**src/rtl/w_mem_access_sequencer.sv**
```systemverilog
// ---------------------------------------------------------------------------
// w_mem_access_sequencer
//
// Owns the shared weight memory of the PE array. It sequences read bursts
// for the compute engine (CNN or FC addressing) and arbitrates the single
// loader write stream against those bursts.
//
// Optional feature macro: W_MEM_CONCURRENT_WR_EN
//   undefined : the loader writes only in IDLE with no command offered
//               (exclusive access to the memory).
//   defined   : the loader is always ready; writes run in parallel with
//               BURST/DRAIN. Read-after-write ordering inside a burst is
//               left to software.
//
// Handshakes: a transfer happens on a rising clk edge where valid and ready
// are both high. valid may not depend on ready; ready may depend on valid.
//
// Ports
//   clk, reset            clock, asynchronous active-low reset
//   cmd_valid/cmd_ready   read-burst command handshake (ready only in IDLE)
//   cmd_mode/base/len     burst mode, first address, read count (0 = none)
//   stall                 consumer back-pressure, holds issue in BURST
//   rd_enable             memory read strobe
//   rd_addr_cnn/_fc       read address on the port selected by mode, else 0
//   mode                  latched burst mode
//   data_valid            rd_enable delayed by one cycle
//   burst_done            one-cycle pulse in DRAIN
//   ld_valid/ld_ready     loader write beat handshake
//   ld_fc/ld_addr/ld_data loader beat: target port, address, data
//   wr_enable_cnn/_fc     registered write strobes
//   wr_addr_cnn/_fc       registered write address, 0 when not enabled
//   wr_data_cnn/_fc       registered write data, 0 when not enabled
//   dbg_state             current FSM state (0 IDLE, 1 BURST, 2 DRAIN)
// ---------------------------------------------------------------------------
module w_mem_access_sequencer #(
    parameter int          ADDR_W   = 14,
    parameter int          DATA_W   = 32,
    parameter logic [2:0]  MODE_CNN = 3'd1
) (
    input  logic              clk,
    input  logic              reset,
    // read-burst command
    input  logic              cmd_valid,
    output logic              cmd_ready,
    input  logic [2:0]        cmd_mode,
    input  logic [ADDR_W-1:0] cmd_base,
    input  logic [ADDR_W-1:0] cmd_len,
    input  logic              stall,
    // memory read port
    output logic              rd_enable,
    output logic [ADDR_W-1:0] rd_addr_cnn,
    output logic [ADDR_W-1:0] rd_addr_fc,
    output logic [2:0]        mode,
    output logic              data_valid,
    output logic              burst_done,
    // loader write stream
    input  logic              ld_valid,
    output logic              ld_ready,
    input  logic              ld_fc,
    input  logic [ADDR_W-1:0] ld_addr,
    input  logic [DATA_W-1:0] ld_data,
    // memory write ports
    output logic              wr_enable_cnn,
    output logic              wr_enable_fc,
    output logic [ADDR_W-1:0] wr_addr_cnn,
    output logic [ADDR_W-1:0] wr_addr_fc,
    output logic [DATA_W-1:0] wr_data_cnn,
    output logic [DATA_W-1:0] wr_data_fc,
    // debug
    output logic [1:0]        dbg_state
);

    typedef enum logic [1:0] {
        S_IDLE  = 2'd0,
        S_BURST = 2'd1,
        S_DRAIN = 2'd2
    } state_e;

    localparam logic [ADDR_W-1:0] ONE = {{(ADDR_W-1){1'b0}}, 1'b1};

    state_e            state_q, state_d;
    logic [ADDR_W-1:0] addr_q,  addr_d;
    logic [ADDR_W-1:0] cnt_q,   cnt_d;
    logic [2:0]        mode_q,  mode_d;
    logic              data_valid_q;
    logic              rd_issue;
    logic              mode_is_cnn;

    logic              ld_accept;
    logic              wr_en_cnn_q, wr_en_fc_q;
    logic [ADDR_W-1:0] wr_addr_cnn_q, wr_addr_fc_q;
    logic [DATA_W-1:0] wr_data_cnn_q, wr_data_fc_q;

    // ------------------------------------------------------------------
    // Read sequencer FSM
    // ------------------------------------------------------------------
    always_ff @(posedge clk or negedge reset) begin
        if (!reset) begin
            state_q      <= S_IDLE;
            addr_q       <= '0;
            cnt_q        <= '0;
            mode_q       <= '0;
            data_valid_q <= 1'b0;
        end else begin
            state_q      <= state_d;
            addr_q       <= addr_d;
            cnt_q        <= cnt_d;
            mode_q       <= mode_d;
            data_valid_q <= rd_issue;
        end
    end

    always_comb begin
        state_d  = state_q;
        addr_d   = addr_q;
        cnt_d    = cnt_q;
        mode_d   = mode_q;
        rd_issue = 1'b0;
        case (state_q)
            S_IDLE: begin
                if (cmd_valid) begin
                    mode_d  = cmd_mode;
                    addr_d  = cmd_base;
                    cnt_d   = cmd_len;
                    // A zero-length command still produces a done pulse.
                    state_d = (cmd_len == '0) ? S_DRAIN : S_BURST;
                end
            end
            S_BURST: begin
                if (!stall) begin
                    rd_issue = 1'b1;
                    addr_d   = addr_q + ONE;   // wraps modulo 2^ADDR_W
                    cnt_d    = cnt_q - ONE;
                    if (cnt_q == ONE) begin
                        state_d = S_DRAIN;
                    end
                end
            end
            S_DRAIN: begin
                // Last read's data returns here; stall has no effect.
                state_d = S_IDLE;
            end
            default: begin
                state_d = S_IDLE;
            end
        endcase
    end

    assign mode_is_cnn = (mode_q == MODE_CNN);

    // reset gates the handshake readies so every output is 0 in reset.
    assign cmd_ready   = reset && (state_q == S_IDLE);
    assign rd_enable   = rd_issue;
    assign rd_addr_cnn = (rd_issue &&  mode_is_cnn) ? addr_q : '0;
    assign rd_addr_fc  = (rd_issue && !mode_is_cnn) ? addr_q : '0;
    assign mode        = mode_q;
    assign data_valid  = data_valid_q;
    assign burst_done  = (state_q == S_DRAIN);
    assign dbg_state   = state_q;

    // ------------------------------------------------------------------
    // Loader write path
    // ------------------------------------------------------------------
`ifdef W_MEM_CONCURRENT_WR_EN
    assign ld_ready = reset;
`else
    // A command offered in IDLE wins over a loader beat in the same cycle.
    assign ld_ready = reset && (state_q == S_IDLE) && !cmd_valid;
`endif

    assign ld_accept = ld_valid && ld_ready;

    always_ff @(posedge clk or negedge reset) begin
        if (!reset) begin
            wr_en_cnn_q   <= 1'b0;
            wr_en_fc_q    <= 1'b0;
            wr_addr_cnn_q <= '0;
            wr_addr_fc_q  <= '0;
            wr_data_cnn_q <= '0;
            wr_data_fc_q  <= '0;
        end else begin
            wr_en_cnn_q   <= ld_accept && !ld_fc;
            wr_en_fc_q    <= ld_accept &&  ld_fc;
            wr_addr_cnn_q <= (ld_accept && !ld_fc) ? ld_addr : '0;
            wr_addr_fc_q  <= (ld_accept &&  ld_fc) ? ld_addr : '0;
            wr_data_cnn_q <= (ld_accept && !ld_fc) ? ld_data : '0;
            wr_data_fc_q  <= (ld_accept &&  ld_fc) ? ld_data : '0;
        end
    end

    assign wr_enable_cnn = wr_en_cnn_q;
    assign wr_enable_fc  = wr_en_fc_q;
    assign wr_addr_cnn   = wr_addr_cnn_q;
    assign wr_addr_fc    = wr_addr_fc_q;
    assign wr_data_cnn   = wr_data_cnn_q;
    assign wr_data_fc    = wr_data_fc_q;

endmodule

```
**config.mk**
```make
export PLATFORM = sky130hd
export DESIGN_NAME = w_mem_access_sequencer
export DESIGN_NICKNAME = d
export VERILOG_FILES = /design/src/rtl/w_mem_access_sequencer.sv
export SDC_FILE = /design/constraint.sdc
export NUM_CORES = 1
export LEC_CHECK = 0
export ABC_CLOCK_PERIOD_IN_PS = 3750
export CORE_MARGIN = 2
export CORE_UTILIZATION = 47
export DETAILED_ROUTE_END_ITERATION = 12
export PLACE_DENSITY_LB_ADDON = 0.15
export SLEW_MARGIN = 20
export SYNTH_ARGS = -nofsm -noshare
export SYNTH_HDL_FRONTEND = slang
export SYNTH_SLANG_ARGS = --single-unit
```
**constraint.sdc**
```tcl
create_clock -name clk -period 3.75 [get_ports clk]
set_clock_uncertainty 0.15 [all_clocks]
set_input_delay 0.9375 -clock clk [delete_from_list [all_inputs] [get_ports clk]]
set_output_delay 0.9375 -clock clk [all_outputs]
set_load 0.01 [all_outputs]
```
* After elaboration in Yosys (flattened, before gate mapping)
Index checks and enable logic that the tools add are counted.
Word-level totals: register bits 128, bits of input ports 83, output and inout bits 132, word-level logic and storage cells 55
Cells by class: add/subtract/negate cells 2, equality and inequality tests 7, muxes and demuxes 19, reduce and logical (&&, ||, !) cells 16
Operators with widths (number):
- 2-to-1 mux 14 bit | 8
- 2-to-1 mux 32 bit | 2
- case mux 14 bit (2 select lines) | 2
- adder 14 x 1 -> 14 bit, second input constant | 1
- equality test 14 x 1 -> 1 bit, second input constant | 1
- logical NOT 14 bit | 1
- subtractor 14 x 1 -> 14 bit, second input constant | 1
- 2-to-1 mux 2 bit | 4
- logical AND 1 bit | 7
- inequality test 2 bit, second input constant | 3
- AND reduction 3 bit | 2
- case mux 2 bit (2 select lines) | 1
- equality test 3 x 1 -> 1 bit, second input constant | 1
- logical NOT 1 bit | 3
- equality test 2 x 1 -> 1 bit, second input constant | 1
- equality test 2 bit, second input constant | 1
- logical NOT 2 bit | 1
- 2-to-1 mux 1 bit | 2
- AND reduction 2 bit | 1
- nonzero test 2 bit | 1

* Longest topological paths before layout
depth after elaboration 6, gate-level depth with buffers 7, gate-level depth less buffers 6

* Worst setup path after synthesis
Ideal clock, no wire load.
path type input-to-output, start point input stall, end point output rd_addr_cnn[10], arrival 1.766 ns, required time 2.663 ns, path slack 0.897 ns, stages 4, buffers on the path 2, cell sequence clkbuf_1 > nor2_1 > buf_2 > and3_1
On the way: longest elaborated chain between the ends 4
RTL lines:
- from (decl) | line 48 | input logic stall,
- 2-to-1 mux 1 bit | line 130 | if (!stall) begin
- 2-to-1 mux 1 bit | line 119 | case (state_q)
- named net rd_enable | line 50 | output logic rd_enable,
- logical AND 1 bit | line 154 | assign rd_addr_cnn = (rd_issue && mode_is_cnn) ? addr_q : '0;
- 2-to-1 mux 14 bit | line 154
- to (decl) | line 51 | output logic [ADDR_W-1:0] rd_addr_cnn,
The timed path passes the listed nets, and every way through them passes these cells.

* Worst setup path after layout
start point input stall, end point output rd_addr_fc[2]
On the way: longest elaborated chain between the ends 4
RTL lines:
- 2-to-1 mux 1 bit | line 130
- 2-to-1 mux 1 bit | line 119
- logical AND 1 bit | line 155 | assign rd_addr_fc = (rd_issue && !mode_is_cnn) ? addr_q : '0;
- 2-to-1 mux 14 bit | line 155
- to (decl) | line 52 | output logic [ADDR_W-1:0] rd_addr_fc,
No other way between the ends.

==> flow_summary.ini <==
[status]
status = completed

[final_layout]
final_nets = 790
utilization = 0.752
drive_gt1_frac = 0.0866
area_growth_pct = 54.5
n_antenna_cell = 0

[worst_setup_path]
cp_common_cell = clkdlybuf4s50_1
r2r_cells = 6
critPathLaunch = stall
path_cells = clkdlybuf4s50_1 -> nor3_2 -> buf_4 -> and2_1 -> clkdlybuf4s50_1
slowest_stage = clkdlybuf4s50_1
crit_fanout = 5
worstSetupStartpointType = input pin
r2r_end = cnt_q[10]
worst-path-stages = 5
crit_buf_inv = 3
worstSetupEndpointType = output port
required_ns = 2.66
cp-endpoint = rd_addr_fc[2]
cp.arrival_ns = 2.61
critPathMaxStageDelay_ns = 0.54
critPathKind = input pin to output port
cp_top_family = buffers and inverters
r2r_start = cnt_q[1]
r2r_slack_ns = 1.50

[sta]
setup_viol = 0
max_clock_freq_ghz = 0.270
rsz0062_at_grt = yes
period_needed_ns = 3.70
tightest_slew_ns = 0.914
final_hold_viol_count = 0
post-route-period-util = 0.987
fin_ws_ns = 0.0497
finalMaxSlewViolations = 0
finalHoldWorstSlack_ns = 0.379
maxSlewHeadroom = 0.390

[clock_network]
clock_latency_ns = 0.41
clk_pin_slew_ns = 0.06
numClockSinks = 128
cts_root_buf = clkbuf_16
ctsLongestPathBuffers = 2
cts_htree_levels = 4
cts_made_buffers = 17
cts_tree = yes
post_cts_buffers = 0

[grt]
grt_max_degree = 76
gr-total-overflow = 0
antenna_found_initial = 0
grt_pass1_vias = 4753
grt_usage = 0.250
grt_pass1_wl_mm = 24.4

[routing]
first_pass_iters = 5
viasPerCell = 5.32
routed_wl_mm = 14.9
num_vias = 4552
post_drt_wl_per_cell_um = 17.4
drtIter0Drc = 224
post-route-drc-count = 0
postRouteAntennaNets = 0

[place]
place.gp.congestion = 0.895
numPortBuffers = 214
pre_cts_slack_ns = -0.0445
dp_hpwl_mm = 10.3

[floorplanning]
rows = 38
start_util = 0.487
die_w_um = 110
coreArea_mm2 = 0.0109
fp.dieH_um = 110
io_pins = 215
die-area_mm2 = 0.0122

[logic_synthesis]
synth_cell_types = 47
yosysTopAreaCell = dfrtp_1
synthTopCellsByArea = dfrtp_1 60%, and2_1 12%, a21oi_1 2.5%
ys.warnings.count = 0
synth_top_area_frac = 0.602
synth_edf_count = 0
synth_flop_cell = dfrtp_1
ys_seq_area_frac = 0.602
synthCells = 486
synth-seq-cells = 128
syn-num-nets = 572
async_flop_share = 1.00
avgSynthCellArea_um2 = 11.0
syn-cell-area_mm2 = 0.00532

[power]
power_density_mw_per_mm2 = 523
peakVddDrop_mv = 0.290
p_leak_uw = 0.00366

[run]
cap_viol_max_count = 0

[min_path]
hp-class = flop to flop
metrics by stage:
stage | cells | TNS, ns | power [µW] | instance area, µm²
finish | 856 | 0 | 4300 | 8230
global route | 856 | -0.000689 | 4510 | 8230
CTS | 856 | 0 | 4320 | 8230
detailed placement | 825 | -0.208 | 2670 | 7630
global placement | 825 | 0 | 2630 | 7630
floorplan | 486 | 0 | 2220 | 5320
sequential cells by signal, indices dropped and copies added (netlist names):
signal / count
dbg_state: 2
mode: 3
wr_addr_fc: 14
wr_enable_cnn: 1
wr_enable_fc: 1
wr_data_cnn: 32
cnt_q: 14
wr_data_fc: 32
addr_q: 14
data_valid: 1
wr_addr_cnn: 14
per-layer routing:
metal,vias to the layer above,global-route usage,part of all wire
met3,30,0.0999,0.092
met4,0,0.0908,0.027
met2,199,0.415,0.50
met5,-,0,0
li1,2125,-,-
met1,2198,0.294,0.38
Yosys cell counts, types with 3 or more instances:
cell	number
a211oi_1	3
a21oi_1	27
a2bb2oi_1	5
a31oi_1	3
and2_1	103
and3_1	16
buf_2	22
clkbuf_1	11
dfrtp_1	128
ha_1	3
inv_1	6
mux2_1	3
nand2_1	24
nand3_1	7
nand4_1	6
nor2_1	21
nor2b_1	3
nor3_1	13
nor3b_1	4
nor4_1	11
nor4b_1	3
o21a_1	5
o21ai_0	14
o21ai_1	9
o22ai_1	8
power breakdown:
| group | switching (µW) | internal [µW] | leakage (µW) | total, µW |
|---|---|---|---|---|
| logic | 443 | 469 | 0.00167 | 912 |
| registers | 221 | 1530 | 0.00171 | 1760 |
| clock network | 629 | 1000 | 0.000285 | 1630 |
| total | 1290 | 3010 | 0.00366 | 4300 |
placed cells by master (no fill, tap or decap), drive strengths merged, types with 4 or more instances in the layout:
cell type	instances
clkdlybuf4s50	213
dfrtp	128
and2	104
a21oi	27
nand2	24
o21ai	23
nor2	21
buf	19
clkbuf	18
and3	16
nor3	14
inv	12
nor4	11
o22ai	8
nand3	7
nand4	6
o21a	5
a2bb2oi	5
nor4b	5
nor3b	4
how the worst min path moves through the flow:
stage                    from        end  slack (ns)  cells past startpoint
floorplan           addr_q[0]  addr_q[0]        0.34                      1
global placement      mode[0]    mode[0]        0.34                      1
detailed placement    mode[2]    mode[2]        0.37                      1
CTS                   mode[2]    mode[2]        0.38                      1
global route          mode[1]    mode[1]        0.39                      1
finish                mode[2]    mode[2]        0.38                      1
cell type report:
type,instances,area [µm²]
Tap cell,140,175
Sequential cell,128,3200
Timing Repair Buffer,232,2270
Inverter,6,22.5
Fill cell,787,2710
Clock inverter,13,150
Multi-Input combinational cell,319,1960
Clock buffer,18,439
timing repair:
item,in CTS,in global routing
endpoints found under the setup margin,11,1
resized for setup,1,0
hold buffers,0,0
cloned,0,0
cells by family after synthesis:
logic type	after synthesis	share of synthesized area
flip-flops	128	0.602
buffers and inverters	39	0.0327
adder cells (fa/ha/maj)	3	0.00705
multiplexers	4	0.00823
AO/OA/AOI/OAI	86	0.0985
AND/OR/NAND/NOR	226	0.252
(Power assumes the default switching activity.)
==> RTL edit 1: new RTL, same settings <==
Set the parameter `DATA_W` to 36 (it was 32).
--- a/src/rtl/w_mem_access_sequencer.sv
+++ b/src/rtl/w_mem_access_sequencer.sv
@@ -34,7 +34,7 @@
 // ---------------------------------------------------------------------------
 module w_mem_access_sequencer #(
     parameter int          ADDR_W   = 14,
-    parameter int          DATA_W   = 32,
+    parameter int          DATA_W   = 36,
     parameter logic [2:0]  MODE_CNN = 3'd1
 ) (
     input  logic              clk,
Ports: changed (resized ld_data, wr_data_cnn and wr_data_fc); port bits go from 215 to 227. No check against the original RTL was run, so the function may have changed too.
==> RTL edit 1 against the original RTL <==
Setup slack gained 0.090 ns; critical path type unchanged; highest routed layer unchanged; total power shrank 0.94%; wire length grew 0.79%; critical path depth is the same; via count grew 2.9%; area after synthesis grew 4.5%; sequential cell count grew 8; global-route usage shrank 0.89 points; cell area grew 4.0%.
==> RTL edit 1: results <==
set metrics [dict create \
    peakVddDrop_mv 0.3503 \
    detail-route-antenna-nets 0 \
    dpl_cell_area_sq_mm 0.007988 \
    grt_pass1_vias 4751 \
    drt-met1-wl_um 5657 \
    vias_per_cell 5.337 \
    synth_area_per_cell_sq_um 11.19 \
    critPathTopFamily "buffers and inverters" \
    grtUsageMet1_pct 27.07 \
    grt_pass1_wl_um 23840 \
    layout.cells.non_filler 878 \
    wl_met2_um 7694 \
    status "finished, final reports clean" \
    fin_nets 813 \
    grt_util_met2_pct 41.20 \
    arrival_ns 2.52 \
    power.total_w 0.004261 \
    gp_congestion 0.8774 \
    ys_top_cells_by_area "dfrtp_1, and2_1, a21oi_1" \
    clk_latency_ns 0.41 \
    grt_max_degree 78 \
    place_ws_ns 0.1464 \
    p_seq_share_pct 43.2 \
    synth_mux_area_share_pct 0.9672 \
    post-dp-hpwl_um 10660 \
    synth_compound_area_share_pct 9.784 \
    synth_xor_area_share_pct 0 \
    grtUsageMet3_pct 10.18 \
    cts_resized 0 \
    powerComb_w 0.000851 \
    drtIter0Drc 320 \
    drive_above_1_share_pct 7.619 \
    p_leak_nw 3.798 \
    slew_headroom_pct 38.44 \
    route.met3.wl_um 1408 \
    yosysSeqAreaShare_pct 61.18 \
    cts_buffers 17 \
    port_buffers 226 \
    synth_cell_type_count 46 \
    n_antenna_cell 0 \
    root_buffer "clkbuf_16" \
    synthesis.nets 587 \
    path_max_fanout 11 \
    synth_top_cells_by_count "dfrtp_1, and2_1, a21oi_1" \
    synth_flop_cell "dfrtp_1" \
    switchingPower_w 0.001180 \
    synth_warnings 0 \
    post_cts_buffers 0 \
    grt_usage_pct 24.11 \
    yosys.area_share.adder_pct 0.6748 \
    drt_pass1_iterations 4 \
    dp_cells 847 \
    wirelength_um 14990 \
]
## RTL edit 1: cell types whose count changed after synthesis, moves of 7 or more
cell,delta
clkbuf_1,+13
buf_2,-10
nand2_1,-9
nor3_1,-7
dfrtp_1,+8
and2_1,+13
## RTL edit 1: worst paths after layout
kind,cells past startpoint,start,slack [ns],endpoint
setup / recovery,5,stall,0.14,rd_addr_fc[9]
hold / removal,1,cnt_q[13],0.37,cnt_q[13]
setup reg to reg,6,dbg_state[0],1.52,cnt_q[8]
hold reg to reg,1,cnt_q[13],0.37,cnt_q[13]
max in group asynchronous,3,reset,1.46,wr_data_fc[25]
min in group asynchronous,2,reset,0.53,addr_q[3]
## RTL edit 1: layout make-up
type	count	area, sq um
Clock buffer	25	505.5
Tap cell	143	178.9
Multi-Input combinational cell	322	2003
Fill cell	782	2909
Inverter	3	11.26
Sequential cell	136	3403
Clock inverter	6	65.06
Timing Repair Buffer	243	2391
==> RTL edit 2: new RTL, same settings <==
Made on the original files. Reset style: synchronous (`reset`), changed in 2 clocked blocks. Comments in the files are not updated.
--- a/src/rtl/w_mem_access_sequencer.sv
+++ b/src/rtl/w_mem_access_sequencer.sv
@@ -94,7 +94,7 @@
     // ------------------------------------------------------------------
     // Read sequencer FSM
     // ------------------------------------------------------------------
-    always_ff @(posedge clk or negedge reset) begin
+    always_ff @(posedge clk) begin
         if (!reset) begin
             state_q      <= S_IDLE;
             addr_q       <= '0;
@@ -170,7 +170,7 @@
 
     assign ld_accept = ld_valid && ld_ready;
 
-    always_ff @(posedge clk or negedge reset) begin
+    always_ff @(posedge clk) begin
         if (!reset) begin
             wr_en_cnn_q   <= 1'b0;
             wr_en_fc_q    <= 1'b0;
Formal check against the unedited RTL: differs if reset is asserted again (counterexample within 4 cycles, from zero or initial values and one cycle with reset low); with reset held inactive, the same outputs for 4 cycles.
==> RTL edit 2 against the original RTL <==
Sequential cell count is the same; wire length shrank 3.6%; critical endpoint is now rd_addr_fc[8]; global-route usage grew 1.1 points; fmax grew 2.0%; register-to-register slack gained 0.06 ns; via count grew 0.33%; setup slack gained 0.072 ns; sequential share of layout area shrank 5.6 points; synthesized cell count grew 6.4%; highest routed layer unchanged; cell area shrank 6.7%; area after synthesis shrank 9.1%.
Power is not compared: it rests on default switching activity, and its combinational part moved more than twofold at a synthesized area within 25%.
==> RTL edit 2: results <==
set metrics [dict create \
    status "finished, final reports clean" \
    hold_depth 2 \
    switchingPower_w 0.0008253 \
    grtUsageMet3_pct 12.80 \
    peakVddDrop_mv 0.3190 \
    reg2reg_slack_ns 1.56 \
    grt_max_degree 31 \
    highest_layer "met4" \
    ys_async_sr_fraction_pct 0 \
    dp_cells 850 \
    hold_ws_ns 0.3639 \
    synth_cells 517 \
    layout.cells.non_filler 881 \
    grtUsageMet1_pct 27.60 \
    grt_pass1_wl_um 22780 \
    wirelength_um 14340 \
    drive_above_1_share_pct 7.785 \
    root_buffer "clkbuf_8" \
    synth_cell_type_count 43 \
    num-fill-cells 707 \
    clk_latency_ns 0.50 \
    path_max_fanout 7 \
    htree_levels 4 \
    drtIter0Drc 238 \
    p_leak_nw 2.976 \
    synth_warnings 0 \
    yosysSeqAreaShare_pct 52.97 \
    cts_buffers 17 \
    max_stage_delay_ns 0.60 \
    wl_met2_um 7099 \
    antenna_found_initial 0 \
    holdCritPathClass "flop to flop" \
    ys_top_cells_by_area "dfxtp_1, and2_1, a21oi_1" \
    post-dp-hpwl_um 10590 \
    clockBufferDepth 2 \
    grt_util_met2_pct 44.19 \
    critPathTopFamily "buffers and inverters" \
    drt-met1-wl_um 5351 \
    synthesis.nets 603 \
    fin_nets 819 \
    path_clk_slew_ns 0.06 \
    port_buffers 214 \
    n_antenna_cell 0 \
    route.met3.wl_um 1505 \
    gp_congestion 0.9185 \
    critPathSlowestCell "clkdlybuf4s50_1" \
    vias_per_cell 5.184 \
    grt_usage_pct 26.14 \
    synth_top_cells_by_count "dfxtp_1, and2_1, clkbuf_1" \
    drt_pass1_iterations 4 \
    grt_pass1_vias 4587 \
    slew_headroom_pct 40.79 \
    post_cts_buffers 0 \
]
## RTL edit 2: cell types whose count changed after synthesis, sizes merged, moves of 4 or more
cell	before	now
or4	1	7
dfxtp	0	128
nand2	24	20
and2	104	113
nand3	7	12
a31oi	3	7
dfrtp	128	0
nand2b	1	7
mux2i	1	5
clkbuf	11	32
o22ai	8	3
buf	22	2
## RTL edit 2: cell families (layout without fill, tap and decap cells)
logic type	Yosys count	after routing	synth area share (%)
AO/OA/AOI/OAI	85	85	10.61
AND/OR/NAND/NOR	251	251	30.47
adder cells (fa/ha/maj)	3	3	0.7761
flip-flops	128	128	52.97
multiplexers	9	9	1.966
buffers and inverters	41	269	3.207
## RTL edit 2: final timing paths
check                 from            end
setup reg to reg  cnt_q[4]       cnt_q[9]
setup / recovery     stall  rd_addr_fc[8]
hold reg to reg   cnt_q[6]       cnt_q[6]
hold / removal    cnt_q[6]       cnt_q[6]
## RTL edit 2: repair_timing
action,in CTS,in global routing
endpoints found under the setup margin,0,3
hold buffers,0,0
gates resized for setup,0,1
## RTL edit 2: through the flow
stage | setup slack [ns] | area, sq um
floorplan | 0.8321 | 4837
global placement | 0.2122 | 7151
detailed placement | 0.1367 | 7151
CTS | 0.1226 | 7671
global route | 0.04310 | 7676
finish | 0.1222 | 7676
## RTL edit 2: cell type report
cell class	count	area, sq um	area share, %
sequential	128	2562	33.38
timing repair buffer	231	2270	29.57
multi-input combinational	348	2127	27.71
clock buffer	19	431.7	5.623
tap	136	170.2	2.217
clock inverter	12	88.84	1.157
inverter	7	26.28	0.3423
## RTL edit 2: power groups by stage
stage,logic [W],clock network [W],registers [W]
floorplan,0.000210,0,0.00148
global placement,0.000413,0,0.00148
detailed placement,0.000420,0,0.00148
CTS,0.000423,0.00143,0.00145
global route,0.000464,0.00149,0.00146
finish,0.000425,0.00140,0.00146
